File: src/rtl/riscv_pkg.sv
// Shared RISC-V constants: branch funct3 encodings and instruction length.
package riscv_pkg;

    localparam logic [2:0] F3_BEQ  = 3'b000;
    localparam logic [2:0] F3_BNE  = 3'b001;
    localparam logic [2:0] F3_BLT  = 3'b100;
    localparam logic [2:0] F3_BGE  = 3'b101;
    localparam logic [2:0] F3_BLTU = 3'b110;
    localparam logic [2:0] F3_BGEU = 3'b111;

    localparam int INSTR_LEN = 4;

endpackage

File: src/rtl/branch_cond.sv
// Combinational branch condition decode from funct3 and comparison flags.
module branch_cond
    import riscv_pkg::*;
(
    input  logic [2:0] funct3,
    input  logic       flag_equal,
    input  logic       flag_greater,
    input  logic       flag_greater_signed,
    output logic       taken,
    output logic       illegal
);

    // Less-than is derived as "neither equal nor greater" since only eq/gt flags exist.
    always_comb begin
        taken   = 1'b0;
        illegal = 1'b0;
        case (funct3)
            F3_BEQ:  taken = flag_equal;
            F3_BNE:  taken = !flag_equal;
            F3_BLT:  taken = !flag_equal && !flag_greater_signed;
            F3_BGE:  taken = flag_equal || flag_greater_signed;
            F3_BLTU: taken = !flag_equal && !flag_greater;
            F3_BGEU: taken = flag_equal || flag_greater;
            default: illegal = 1'b1;
        endcase
    end

endmodule

File: src/rtl/branch_resolver.sv
// Registered branch resolution stage: condition, target, next PC and statistics
// held in a one-entry output register behind a valid/ready handshake.
module branch_resolver
    import riscv_pkg::*;
#(
    parameter int WORDSIZE = 64,
    parameter int CNTWIDTH = 32
) (
    input  logic                clk,
    input  logic                reset,
    input  logic                flush,
    input  logic                in_valid,
    output logic                in_ready,
    input  logic [2:0]          funct3,
    input  logic                flag_equal,
    input  logic                flag_greater,
    input  logic                flag_greater_signed,
    input  logic [WORDSIZE-1:0] pc,
    input  logic [WORDSIZE-1:0] imm,
    output logic                out_valid,
    input  logic                out_ready,
    output logic                taken,
    output logic [WORDSIZE-1:0] target,
    output logic [WORDSIZE-1:0] next_pc,
    output logic                misaligned,
    output logic                illegal,
    output logic [CNTWIDTH-1:0] branch_count,
    output logic [CNTWIDTH-1:0] taken_count
);

    logic                condTaken;
    logic                condIllegal;
    logic [WORDSIZE-1:0] sumTarget;
    logic [WORDSIZE-1:0] seqPc;
    logic                accept;

    branch_cond u_cond (
        .funct3              (funct3),
        .flag_equal          (flag_equal),
        .flag_greater        (flag_greater),
        .flag_greater_signed (flag_greater_signed),
        .taken               (condTaken),
        .illegal             (condIllegal)
    );

    assign sumTarget = pc + imm;
    assign seqPc     = pc + WORDSIZE'(INSTR_LEN);
    assign in_ready  = !out_valid || out_ready;
    assign accept    = in_valid && in_ready && !flush;

    // Reset beats flush beats accept/drain; a drain with a same-cycle accept reloads without a bubble.
    always_ff @(posedge clk) begin
        if (reset) begin
            out_valid    <= 1'b0;
            taken        <= 1'b0;
            target       <= '0;
            next_pc      <= '0;
            misaligned   <= 1'b0;
            illegal      <= 1'b0;
            branch_count <= '0;
            taken_count  <= '0;
        end else if (flush) begin
            out_valid <= 1'b0;
        end else if (accept) begin
            out_valid    <= 1'b1;
            taken        <= condTaken;
            target       <= sumTarget;
            next_pc      <= condTaken ? sumTarget : seqPc;
            misaligned   <= condTaken && (sumTarget[1:0] != 2'b00);
            illegal      <= condIllegal;
            branch_count <= branch_count + 1'b1;
            if (condTaken) begin
                taken_count <= taken_count + 1'b1;
            end
        end else if (out_ready) begin
            out_valid <= 1'b0;
        end
    end

endmodule

File: config.mk
export PLATFORM = sky130hd
export DESIGN_NAME = branch_resolver
export DESIGN_NICKNAME = d
export VERILOG_FILES = /design/src/rtl/riscv_pkg.sv /design/src/rtl/branch_cond.sv /design/src/rtl/branch_resolver.sv
export SDC_FILE = /design/constraint.sdc
export NUM_CORES = 1
export LEC_CHECK = 0
export CORE_ASPECT_RATIO = 2
export CORE_MARGIN = 5
export CORE_UTILIZATION = 30
export DETAILED_ROUTE_END_ITERATION = 16
export GPL_ROUTABILITY_DRIVEN = 0
export PLACE_DENSITY_LB_ADDON = 0.05
export SKIP_LAST_GASP = 1
export SLEW_MARGIN = 10
export SYNTH_ARGS = -nofsm -noshare
export SYNTH_HDL_FRONTEND = slang
export SYNTH_SLANG_ARGS = --single-unit
export TNS_END_PERCENT = 5
File: constraint.sdc
create_clock -name clk -period 3.4 [get_ports clk]
set_input_delay 1.02 -clock clk [delete_from_list [all_inputs] [get_ports clk]]
set_output_delay 1.02 -clock clk [all_outputs]
set_load 0.02 [all_outputs]
=== Yosys cells after proc, flatten, opt, wreduce, memory -nomap -nowiden ===
Cells that the tools add are included.

* Input port bits: 139
* Output and inout port bits: 197
* Bits in registers: 196

* Add/sub/neg operators: 4
* Bitwise operators: 1
* Mux-type cells: 5
* Eq/ne operators: 5
* Reduce and logical (&&, ||, !) cells: 20

{| class="wikitable"
|+ Operator list
! kind !! number
|-
| $add A32 B1 Y32 const B || 2
|-
| $add A64 B3 Y64 const B || 1
|-
| $add A64 B64 Y64 || 1
|-
| $mux W64 || 1
|-
| $eq A3 B3 Y1 const B || 4
|-
| $pmux W1 S6 || 1
|-
| $reduce_or A6 Y1 || 1
|-
| $logic_and A1 B1 Y1 || 5
|-
| $logic_not A1 Y1 || 5
|-
| $reduce_bool A2 Y1 || 2
|-
| $eq A3 B1 Y1 const B || 1
|-
| $logic_not A3 Y1 || 1
|-
| $logic_or A1 B1 Y1 || 3
|-
| $mux W1 || 3
|-
| $reduce_and A3 Y1 || 1
|-
| $reduce_and A2 Y1 || 1
|-
| $reduce_or A2 Y1 || 1
|-
| $not A1 Y1 || 1
|}

=== Depth between registers and ports, before layout ===
Gate-level depths: netlist of run 1.

* Depth in word-level cells: 5
* Mapped depth: 11

=== Hierarchy ===
Synthesis of run 1 repeated with hierarchy kept, for this count alone.

* Cells, all modules: 1705
* Area, all modules: 12819.8 um2

{| class="wikitable"
|+ By module, submodules not included
! module !! area an instance (um2) !! times used !! seq. area each (um2) !! cells each
|-
| branch_resolver || 12739.7 || 1 || 3923.8 || 1694
|-
| branch_cond || 80.1 || 1 || 0.0 || 11
|}

=== Worst setup path before layout of run 1 ===
OpenSTA, ideal clock, no wires.

* Path type: input-to-reg
* From: input pc[0]
* To: register next_pc[56]
* Arrival time: 3.506 ns
* Stages: 11
* Library setup time: 0.127 ns
* Path buffers: 0
* Setup slack: -0.233 ns
* Cells stage by stage: ha_1 > fa_1 > a21o_1 > a311o_1 > nand3_1 > a2111oi_2 > o211ai_1 > o211ai_2 > a21oi_1 > o41ai_1 > or3b_1

* Word-level cells in the longest chain between the ends: 2

{| class="wikitable"
|+ RTL lines
! item !! line !! text
|-
| start, declared || branch_resolver.sv:18 || <nowiki>input logic [WORDSIZE-1:0] pc,</nowiki>
|-
| $add A64 B3 Y64 or $add A64 B64 Y64 (tied branches) || branch_resolver.sv:47, branch_resolver.sv:46 ||
|-
| $mux W64 (*) || branch_resolver.sv:68 || <nowiki>next_pc <= condTaken ? sumTarget : seqPc;</nowiki>
|-
| end signal, assigned || branch_resolver.sv:68 ||
|-
| end, declared || branch_resolver.sv:24 || <nowiki>output logic [WORDSIZE-1:0] next_pc,</nowiki>
|}

Mark *: on every way between the ends. The rest lies on a longest branch, timed or not.
A chain may end at the register's enable or synchronous reset.

=== Final worst setup path of run 1 ===
* From: input pc[41]
* To: register next_pc[63]

Same word-level chain as after synthesis.

==> results.yml, run 1 <==
setup_path:
  cp_slowest_stage_delay_ns: 0.53
  r2r_setup_slack_ns: 0.85
  worstPathRequired_ns: 3.76
  critPathMaxFanout: 6
  crit_type: "primary input to flip-flop"
  cp_cell_sequence: "clkdlybuf4s50_1 > ha_2 > a21o_1 > a221o_1 > a31o_4 > a221oi_4 > o21ai_4 > a221oi_2 > xnor2_1 > a221oi_2"
  startpoint_type: "primary input"
  cp_common_cell: "a221oi_2"
  crit_path_end_kind: "flip-flop"
  cp.arrival_ns: 3.83
  cpMaxStageDelayCell: "clkdlybuf4s50_1"
finish:
  final_layout_size_suffix_gt1_share_pct: 26.9
  nNetsFinal: 2546
  syn_to_final_growth_pct: 68.7
  fillers: 4190
  fin_util_pct: 51.1
clocking:
  clock_sinks: 196
  clk_path_buf_depth: 2
  cts.clk_slew.worst_paths_ns: 0.09
  cts_tree: "yes"
  cts_buffers: 17
  clockRootBuffer: "clkbuf_16"
  insertion_delay_ns: 0.46
  htree_levels: 4
synth:
  synth_edf_count: 0
  synth_cells: 1650
  netlist_top_cells_area: "dfxtp_1, nand2_1, a21oi_1"
  ys_warn_count: 0
  synth-seq-cells: 196
  synth_seq_area_share_pct: 30.9
  syn_nets: 1856
  synth_ff_type: "dfxtp_1"
  synthArstFlopShare_pct: 0
  syn_area_per_cell_um2: 7.70
  synth_top_area_share_pct: 30.9
  mappedNetlistArea_mm2: 0.0127
  synth_cell_type_count: 82
  synth_area_leader_cell: "dfxtp_1"
sta:
  relSlewSlack_pct: 58.3
  min_period_over_period_pct: 102
  layout_min_cycle_time_ns: 3.47
  final-setup-viol-count: 1
  tightest_slew_ns: 0.625
  tns_ns: -0.0718
  setup_ws_ns: -0.0718
  finalHoldViolCount: 0
  fmax_ghz: 0.288
  slew_violations: 0
  fin_skew_ns: 0.0155
  rsz0062_at_grt: "yes"
status:
  outcome: "complete, but fails checks"
  violations: "setup timing"
global_routing:
  grt_max_degree: 89
  antenna_found_initial: 1
  grt_remaining_overflow: 0
  grt_pass1_vias: 15547
  grt_pass1_wl_um: 90500
  grt_use_total_pct: 25.3
floorplan:
  die_w_um: 156
  num_io_pins: 336
  dieArea_mm2: 0.0468
  die_h_um: 301
  fp-row-count: 106
  initial_utilization_pct: 30.3
  core_area_mm2: 0.0419
pwr:
  ir_drop_uv: 365
  power.density_mw_per_mm2: 346
  leakage_nw: 8.74
  fin_total_pwr_mw: 7.42
worst_hold_path:
  hold_class: "flip-flop to flip-flop"
drt:
  vias: 15144
  viasPerCell: 5.23
  drt_wl_total_um: 61800
  antenna_left: 0
  wl_per_cell_um: 21.4
  drc: 0
  firstDrtPassIters: 5
  drt_iter0_markers: 654
placement:
  place_hpwl_um: 50000
  port_buffers: 335
flow_run:
  max_cap_violations: 0
-- synthesized netlist by cell type, types with 4 or more instances --
| cell | n |
|---|---|
| a221o_1 | 5 |
| nand2b_1 | 5 |
| o21a_1 | 11 |
| and3_1 | 18 |
| buf_6 | 4 |
| or2_2 | 6 |
| o211ai_1 | 22 |
| xor2_1 | 79 |
| o21ai_1 | 4 |
| a311oi_1 | 5 |
| nand3_1 | 55 |
| nor2b_1 | 6 |
| and2_1 | 10 |
| dfxtp_1 | 196 |
| and4_1 | 15 |
| a222oi_1 | 5 |
| a22o_1 | 16 |
| nor4_1 | 4 |
| a211oi_1 | 15 |
| ha_1 | 66 |
| xnor2_1 | 82 |
| a21o_1 | 34 |
| a22oi_1 | 5 |
| or3_1 | 25 |
| a221oi_1 | 7 |
| nand4_1 | 42 |
| buf_1 | 4 |
| clkbuf_1 | 76 |
| a21oi_1 | 169 |
| o21bai_1 | 15 |
| a31oi_1 | 8 |
| inv_1 | 27 |
| a21boi_0 | 6 |
| nor2_1 | 147 |
| o221ai_1 | 7 |
| o21ai_0 | 94 |
| or4_1 | 5 |
| nor3_1 | 27 |
| nand2_1 | 259 |
-- cell type report --
cell class	instances	area [um2]	share of cell area, %
diodes	1	2.50	0.0117
clock buffers	17	425	1.99
clock inverters	15	204	0.952
inverters	27	101	0.473
multi-input cells	1339	9380	43.8
flip-flops and latches	196	3920	18.3
well taps	540	676	3.15
repair buffers	759	6720	31.4
-- report_power, final --
| part | switching, mW | total (mW) | internal, mW | leakage [nW] |
|---|---|---|---|---|
| Clock | 1.15 | 2.17 | 1.02 | 0.302 |
| Sequential | 0.0852 | 2.50 | 2.41 | 1.60 |
| Combinational | 1.43 | 2.75 | 1.32 | 6.84 |
-- sequential cells by signal, indices dropped and copies added (netlist names) --
| name | cells |
|---|---|
| branch_count | 32 |
| illegal | 1 |
| misaligned | 1 |
| next_pc | 64 |
| out_valid | 1 |
| taken | 1 |
| taken_count | 32 |
| target | 64 |
-- metrics by stage --
step	worst slack, ns	instances	hold WS [ns]	cell area [um2]
floorplan	0.00859	1650	0.517	12700
global placement	-1.28	2844	0.429	19500
detailed placement	-1.29	2844	0.442	19500
CTS	-0.110	2887	0.454	20700
global route	-0.144	2894	0.473	21400
finish	-0.0718	2894	0.453	21400
-- layer usage --
layer,up-vias,share of wire (%),GRT usage (%)
li1,7290,-,-
met1,7194,35,25.1
met2,502,53,48.3
met3,158,4.6,3.49
met4,0,7.6,15.9
met5,-,0,0
-- layout by cell type, fill, tap and decap left out, drive strengths merged, types with 11 or more instances in the layout --
| cell | instances |
|---|---|
| o21ai | 98 |
| dlymetal6s2s | 38 |
| ha | 66 |
| a21oi | 170 |
| xnor2 | 82 |
| clkdlybuf4s50 | 263 |
| dfxtp | 196 |
| o211ai | 23 |
| a21o | 34 |
| nor3 | 29 |
| nand4 | 43 |
| dlygate4sd2 | 21 |
| a22o | 16 |
| nor2 | 148 |
| inv | 33 |
| and4 | 15 |
| o21a | 11 |
| and3 | 20 |
| nand2 | 260 |
| nand3 | 56 |
| buf | 426 |
| o21bai | 15 |
| or3 | 25 |
| clkbuf | 25 |
| a211oi | 15 |
| xor2 | 79 |
-- what timing repair did --
item,4_1_cts,5_1_grt
buffers inserted,12,8
pin swaps,43,71
gates resized for setup,143,156
endpoints found under the setup margin,91,84
hold buffers,0,0
-- worst paths after layout --
path,start,end,depth (start not counted)
max,pc[41],next_pc[63],10
min,next_pc[24],next_pc[24],2
max reg2reg,branch_count[8],branch_count[31],9
min reg2reg,next_pc[24],next_pc[24],2
-- critical path: cells and delay by family --
kind / cells / cell delay (ns)
AOI/OAI and AO/OA: 7 / 1.79
buffers and inverters: 1 / 0.53
adders and majority gates: 1 / 0.34
xor gates and xnor gates: 1 / 0.14
-- cell families (layout without fill, tap and decap cells) --
logic type / after synthesis / in the layout / share of synthesized area (%)
AO/OA/AOI/OAI: 462 / 462 / 23.2
flip-flops: 196 / 196 / 30.9
adder cells (fa/ha/maj): 67 / 67 / 6.66
other: 0 / 1 / 0
multiplexers: 4 / 4 / 0.325
XOR/XNOR: 161 / 161 / 11.1
AND/OR/NAND/NOR: 645 / 645 / 24.1
buffers and inverters: 115 / 818 / 3.81
Note: power is estimated with default switching activity, not from simulation.
==> run 2, diff against run 1 <==
--- a/config.mk
+++ b/config.mk
@@ -9,4 +9,5 @@
 export CORE_MARGIN = 5
 export CORE_UTILIZATION = 30
+export CTS_CLUSTER_SIZE = 30
 export DETAILED_ROUTE_END_ITERATION = 16
 export GPL_ROUTABILITY_DRIVEN = 0
==> constraint.sdc (replaced) <==
create_clock -name clk -period 3.4 [get_ports clk]
set_input_delay 1.02 -clock clk [delete_from_list [all_inputs] [get_ports clk]]
set_output_delay 1.02 -clock clk [all_outputs]
set_load 0.005 [all_outputs]
==> results.yml, run 2 (same netlist as run 1, synthesis figures left out) <==
drt:
  firstDrtPassIters: 5
  antenna_left: 0
  vias: 15202
  viasPerCell: 5.25
  drc: 0
  drt_iter0_markers: 713
  wl_per_cell_um: 21.5
  drt_wl_total_um: 62200
global_routing:
  grt_remaining_overflow: 0
  grt_pass1_vias: 15547
  grt_pass1_wl_um: 90500
  grt_max_degree: 89
  antenna_found_initial: 1
  grt_use_total_pct: 25.3
sta:
  finalHoldViolCount: 0
  rsz0062_at_grt: "yes"
  layout_min_cycle_time_ns: 3.48
  relSlewSlack_pct: 58.4
  fin_hold_ws_ns: 0.453
  final-setup-viol-count: 1
  fin_skew_ns: 0.0158
  tightest_slew_ns: 0.624
  min_period_over_period_pct: 102
  fmax_ghz: 0.287
  slew_violations: 0
  setup_ws_ns: -0.0825
setup_path:
  reg2regPathDepth: 9
  crit_type: "primary input to flip-flop"
  startpoint_type: "primary input"
  crit_path_end_kind: "flip-flop"
  worstReg2RegStart: "branch_count[8]"
  cp.arrival_ns: 3.84
  worstPathRequired_ns: 3.75
  startpoint: "imm[36]"
  critPathMaxFanout: 3
floorplan:
  die_w_um: 156
  initial_utilization_pct: 30.3
  fp-row-count: 106
  die_h_um: 301
  num_io_pins: 336
  dieArea_mm2: 0.0468
  core_area_mm2: 0.0419
pwr:
  power_switching_mw: 2.55
  leakage_nw: 8.76
  power_frac_comb_pct: 36.1
  power.density_mw_per_mm2: 340
  p_int_mw: 4.76
  ir_drop_uv: 362
  switching_share_pct: 34.9
  clkPwrFrac_pct: 29.7
  p_seq_share_pct: 34.2
flow_run:
  max_cap_violations: 0
clocking:
  cts_buffers: 17
  ctsHoldBuffers: 0
  cts.clk_slew.worst_paths_ns: 0.09
  cts_tree: "yes"
  clk_path_buf_depth: 2
  clock_sinks: 196
  htree_levels: 4
  clockRootBuffer: "clkbuf_16"
  insertion_delay_ns: 0.46
worst_hold_path:
  min-delay-start: "next_pc[24]"
  holdPathStages: 2
  hold_class: "flip-flop to flip-flop"
finish:
  final_layout_size_suffix_gt1_share_pct: 27.2
  top_regs: "next_pc: 64 flops, target: 64 flops"
  layout_common_cells: "buf_4, clkdlybuf4s50_1, nand2_1"
  final_common_cell: "buf_4"
  fin_util_pct: 51.3
  nNetsFinal: 2547
  syn_to_final_growth_pct: 69.3
placement:
  port_buffers: 335
  place_hpwl_um: 50000
status:
  violations: "setup timing"
  outcome: "complete, but fails checks"
-- run 2: power groups by stage --
stage	Sequential, mW	Combinational (mW)	Clock (mW)
4_1_cts	2.50	2.49	2.23
5_1_grt	2.51	2.82	2.32
3_5_place_dp	2.55	2.38	0
3_3_place_gp	2.55	2.38	0
2_1_floorplan	2.54	0.958	0
6_report	2.50	2.64	2.17
-- run 2: metrics by stage --
step | total power [mW] | instances | TNS (ns) | worst slack (ns) | cell area, um2
floorplan | 3.49 | 1650 | 0 | 0.00846 | 12700
CTS | 7.22 | 2887 | -1.99 | -0.110 | 20700
finish | 7.31 | 2895 | -0.0825 | -0.0825 | 21500
detailed placement | 4.93 | 2844 | -83.08 | -1.29 | 19500
global placement | 4.93 | 2844 | -80.79 | -1.28 | 19500
global route | 7.65 | 2895 | -0.532 | -0.154 | 21500
-- run 2: area by class of cell --
type	instances	area, um2
Timing Repair Buffer	760	6720
Clock inverter	15	204
Fill cell	4183	20400
Antenna cell	1	2.50
Multi-Input combinational cell	1339	9450
Tap cell	540	676
Inverter	27	101
Sequential cell	196	3920
Clock buffer	17	425
-- run 2: worst max-delay path, cell delays in order --
cell	delay, ns
clkdlybuf4s50_1	0.51
ha_4	0.22
a21oi_2	0.20
o21ai_2	0.10
a221o_1	0.35
a31o_4	0.25
a221oi_4	0.31
o21ai_4	0.11
a221oi_2	0.30
xnor2_1	0.14
a221oi_2	0.31
-- run 2: final timing paths --
check	endpoint	slack, ns
hold reg to reg	next_pc[24]	0.45
setup / recovery	next_pc[63]	-0.08
setup reg to reg	branch_count[31]	0.85
hold / removal	next_pc[24]	0.45
-- run 2: timing repair --
item                       4_1_cts  5_1_grt
gates cloned                     0        0
setup buffers                   12        9
setup endpoints to repair       90       83
resized for setup              143      165
pin swaps                       43       77
-- run 2: routing by layer --
layer  wire length (um)  vias to the layer above  global-route usage [%]
met5                  0                        -                       0
li1                   -                     7288                       -
met4               4580                        0                    15.9
met2              33100                      497                    48.3
met1              21600                     7260                    25.1
met3               2870                      157                    3.49
==> run 3, diff against run 2 <==
Settings changed: PLACE_DENSITY set to 0.57, PLACE_DENSITY_LB_ADDON 0.05 to unset, SLEW_MARGIN 10 to 0.
Clock period 3.4 ns to 3.2 ns, I/O delays scaled along.
==> results.yml, run 3 (same netlist as run 1, synthesis figures left out) <==
status:
  outcome: "complete, but fails checks"
  violations: "setup timing"
drt:
  drt_iter0_markers: 732
  drc: 0
  viasPerCell: 5.31
  firstDrtPassIters: 5
  drt_wl_total_um: 60600
  wl_per_cell_um: 20.9
  antenna_left: 0
  vias: 15424
setup_path:
  critPathCapture: "target[56]"
  crit_path_end_kind: "flip-flop"
  startpoint_type: "primary input"
  reg2regPathDepth: 8
  crit_type: "primary input to flip-flop"
  critPathMaxFanout: 3
  worstReg2RegStart: "branch_count[8]"
  cp.arrival_ns: 3.68
  r2r_setup_slack_ns: 0.78
  worstPathRequired_ns: 3.59
  startpoint: "imm[7]"
  reg2reg_to: "branch_count[31]"
global_routing:
  grt_pass1_vias: 15815
  grt_max_degree: 123
  antenna_found_initial: 1
  grt_use_total_pct: 24.6
  grt_remaining_overflow: 0
  grt_pass1_wl_um: 89100
finish:
  final_layout_size_suffix_gt1_share_pct: 28.0
  top_regs: "next_pc: 64 flops, target: 64 flops"
  final_common_cell: "buf_4"
  fin_cells: 2903
  multi_input_area_mm2: 0.00951
  regArea_mm2: 0.00392
  layout_common_cells: "buf_4, nand2_1, clkdlybuf4s50_1"
  syn_to_final_growth_pct: 69.9
  nNetsFinal: 2555
  fillers: 4007
  fin_util_pct: 51.5
clocking:
  ctsHoldBuffers: 0
  htree_levels: 4
  cts_tree: "yes"
  clk_path_buf_depth: 2
  clockRootBuffer: "clkbuf_16"
  clock_sinks: 196
  cts_buffers: 17
  cts.clk_slew.worst_paths_ns: 0.08
  insertion_delay_ns: 0.47
placement:
  port_buffers: 335
  place_hpwl_um: 48300
  dp_slack_ns: -1.26
  dp.cells: 2837
sta:
  min_period_over_period_pct: 103
  fmax_ghz: 0.304
  fin_skew_ns: 0.0159
  layout_min_cycle_time_ns: 3.29
  final-setup-viol-count: 21
  setup_ws_ns: -0.0920
  relSlewSlack_pct: 59.0
  tns_ns: -0.774
  finalHoldViolCount: 0
  rsz0062_at_grt: "yes"
  fin_hold_ws_ns: 0.445
  slew_violations: 0
  tightest_slew_ns: 0.615
floorplan:
  num_io_pins: 336
  fp-row-count: 106
  initial_utilization_pct: 30.3
  die_h_um: 301
  core_area_mm2: 0.0419
  dieArea_mm2: 0.0468
  die_w_um: 156
pwr:
  ir_drop_uv: 312
  leakage_nw: 8.83
  power.density_mw_per_mm2: 362
worst_hold_path:
  hold_class: "flip-flop to flip-flop"
flow_run:
  max_cap_violations: 0
==> run 3: cell count changes in the layout (fill, tap and decap cells not counted), moves of 5 or more <==
cell / previous run / this run
ha_4: 35 / 41
a21oi_4: 8 / 3
clkdlybuf4s15_1: 3 / 11
dlygate4sd2_1: 21 / 30
buf_4: 405 / 421
a21oi_2: 26 / 34
clkdlybuf4s50_1: 264 / 241
==> run 3: critical path: stages <==
cell and delay, ns:
dlygate4sd2_1 0.26, ha_4 0.29, a21oi_2 0.05, o211ai_1 0.19
buf_4 0.17, a21oi_2 0.08, a2111oi_4 0.43, o211ai_1 0.22
o211ai_4 0.17, a21oi_2 0.12, buf_4 0.15, or4_4 0.43
a31oi_4 0.16
==> run 3: what timing repair did <==
item                                    in CTS  in global routing
buffers inserted                            24                 10
pin swaps                                   62                 76
endpoints found under the setup margin      98                 88
gates resized for setup                    186                172
==> run 3: metrics by stage <==
stage / area, um2 / power (mW)
final: 21600 / 7.81
after global routing: 21600 / 8.15
after CTS: 20900 / 7.72
after detailed placement: 19500 / 5.22
after global placement: 19500 / 5.20
after floorplan: 12700 / 3.71
==> run 3: area by class of cell <==
type / instances / share of cell area, %
multi-input combinational: 1339 / 44.0
timing repair buffer: 768 / 31.2
sequential: 196 / 18.2
tap: 540 / 3.13
clock buffer: 17 / 1.97
clock inverter: 15 / 0.980
inverter: 27 / 0.469
antenna: 1 / 0.0116
==> run 3: how the worst min path moves through the flow <==
| stage | end | cells after the start | start |
|---|---|---|---|
| floorplan | next_pc[24] | 2 | next_pc[24] |
| global placement | next_pc[45] | 2 | next_pc[45] |
| detailed placement | next_pc[45] | 2 | next_pc[45] |
| CTS | next_pc[24] | 2 | next_pc[24] |
| global route | target[47] | 2 | target[47] |
| finish | next_pc[24] | 2 | next_pc[24] |
==> run 3: layer usage <==
| metal | wire (um) | track usage [%] | vias to the layer above |
|---|---|---|---|
| li1 | - | - | 7314 |
| met1 | 20900 | 23.9 | 7271 |
| met2 | 32000 | 46.7 | 603 |
| met3 | 2810 | 3.60 | 236 |
| met4 | 4940 | 16.7 | 0 |
| met5 | 0 | 0 | - |
==> run 3: power breakdown <==
| group | leakage, nW | internal, mW | switching (mW) |
|---|---|---|---|
| clock network | 0.306 | 1.10 | 1.23 |
| logic | 6.93 | 1.43 | 1.40 |
| registers | 1.60 | 2.57 | 0.0864 |
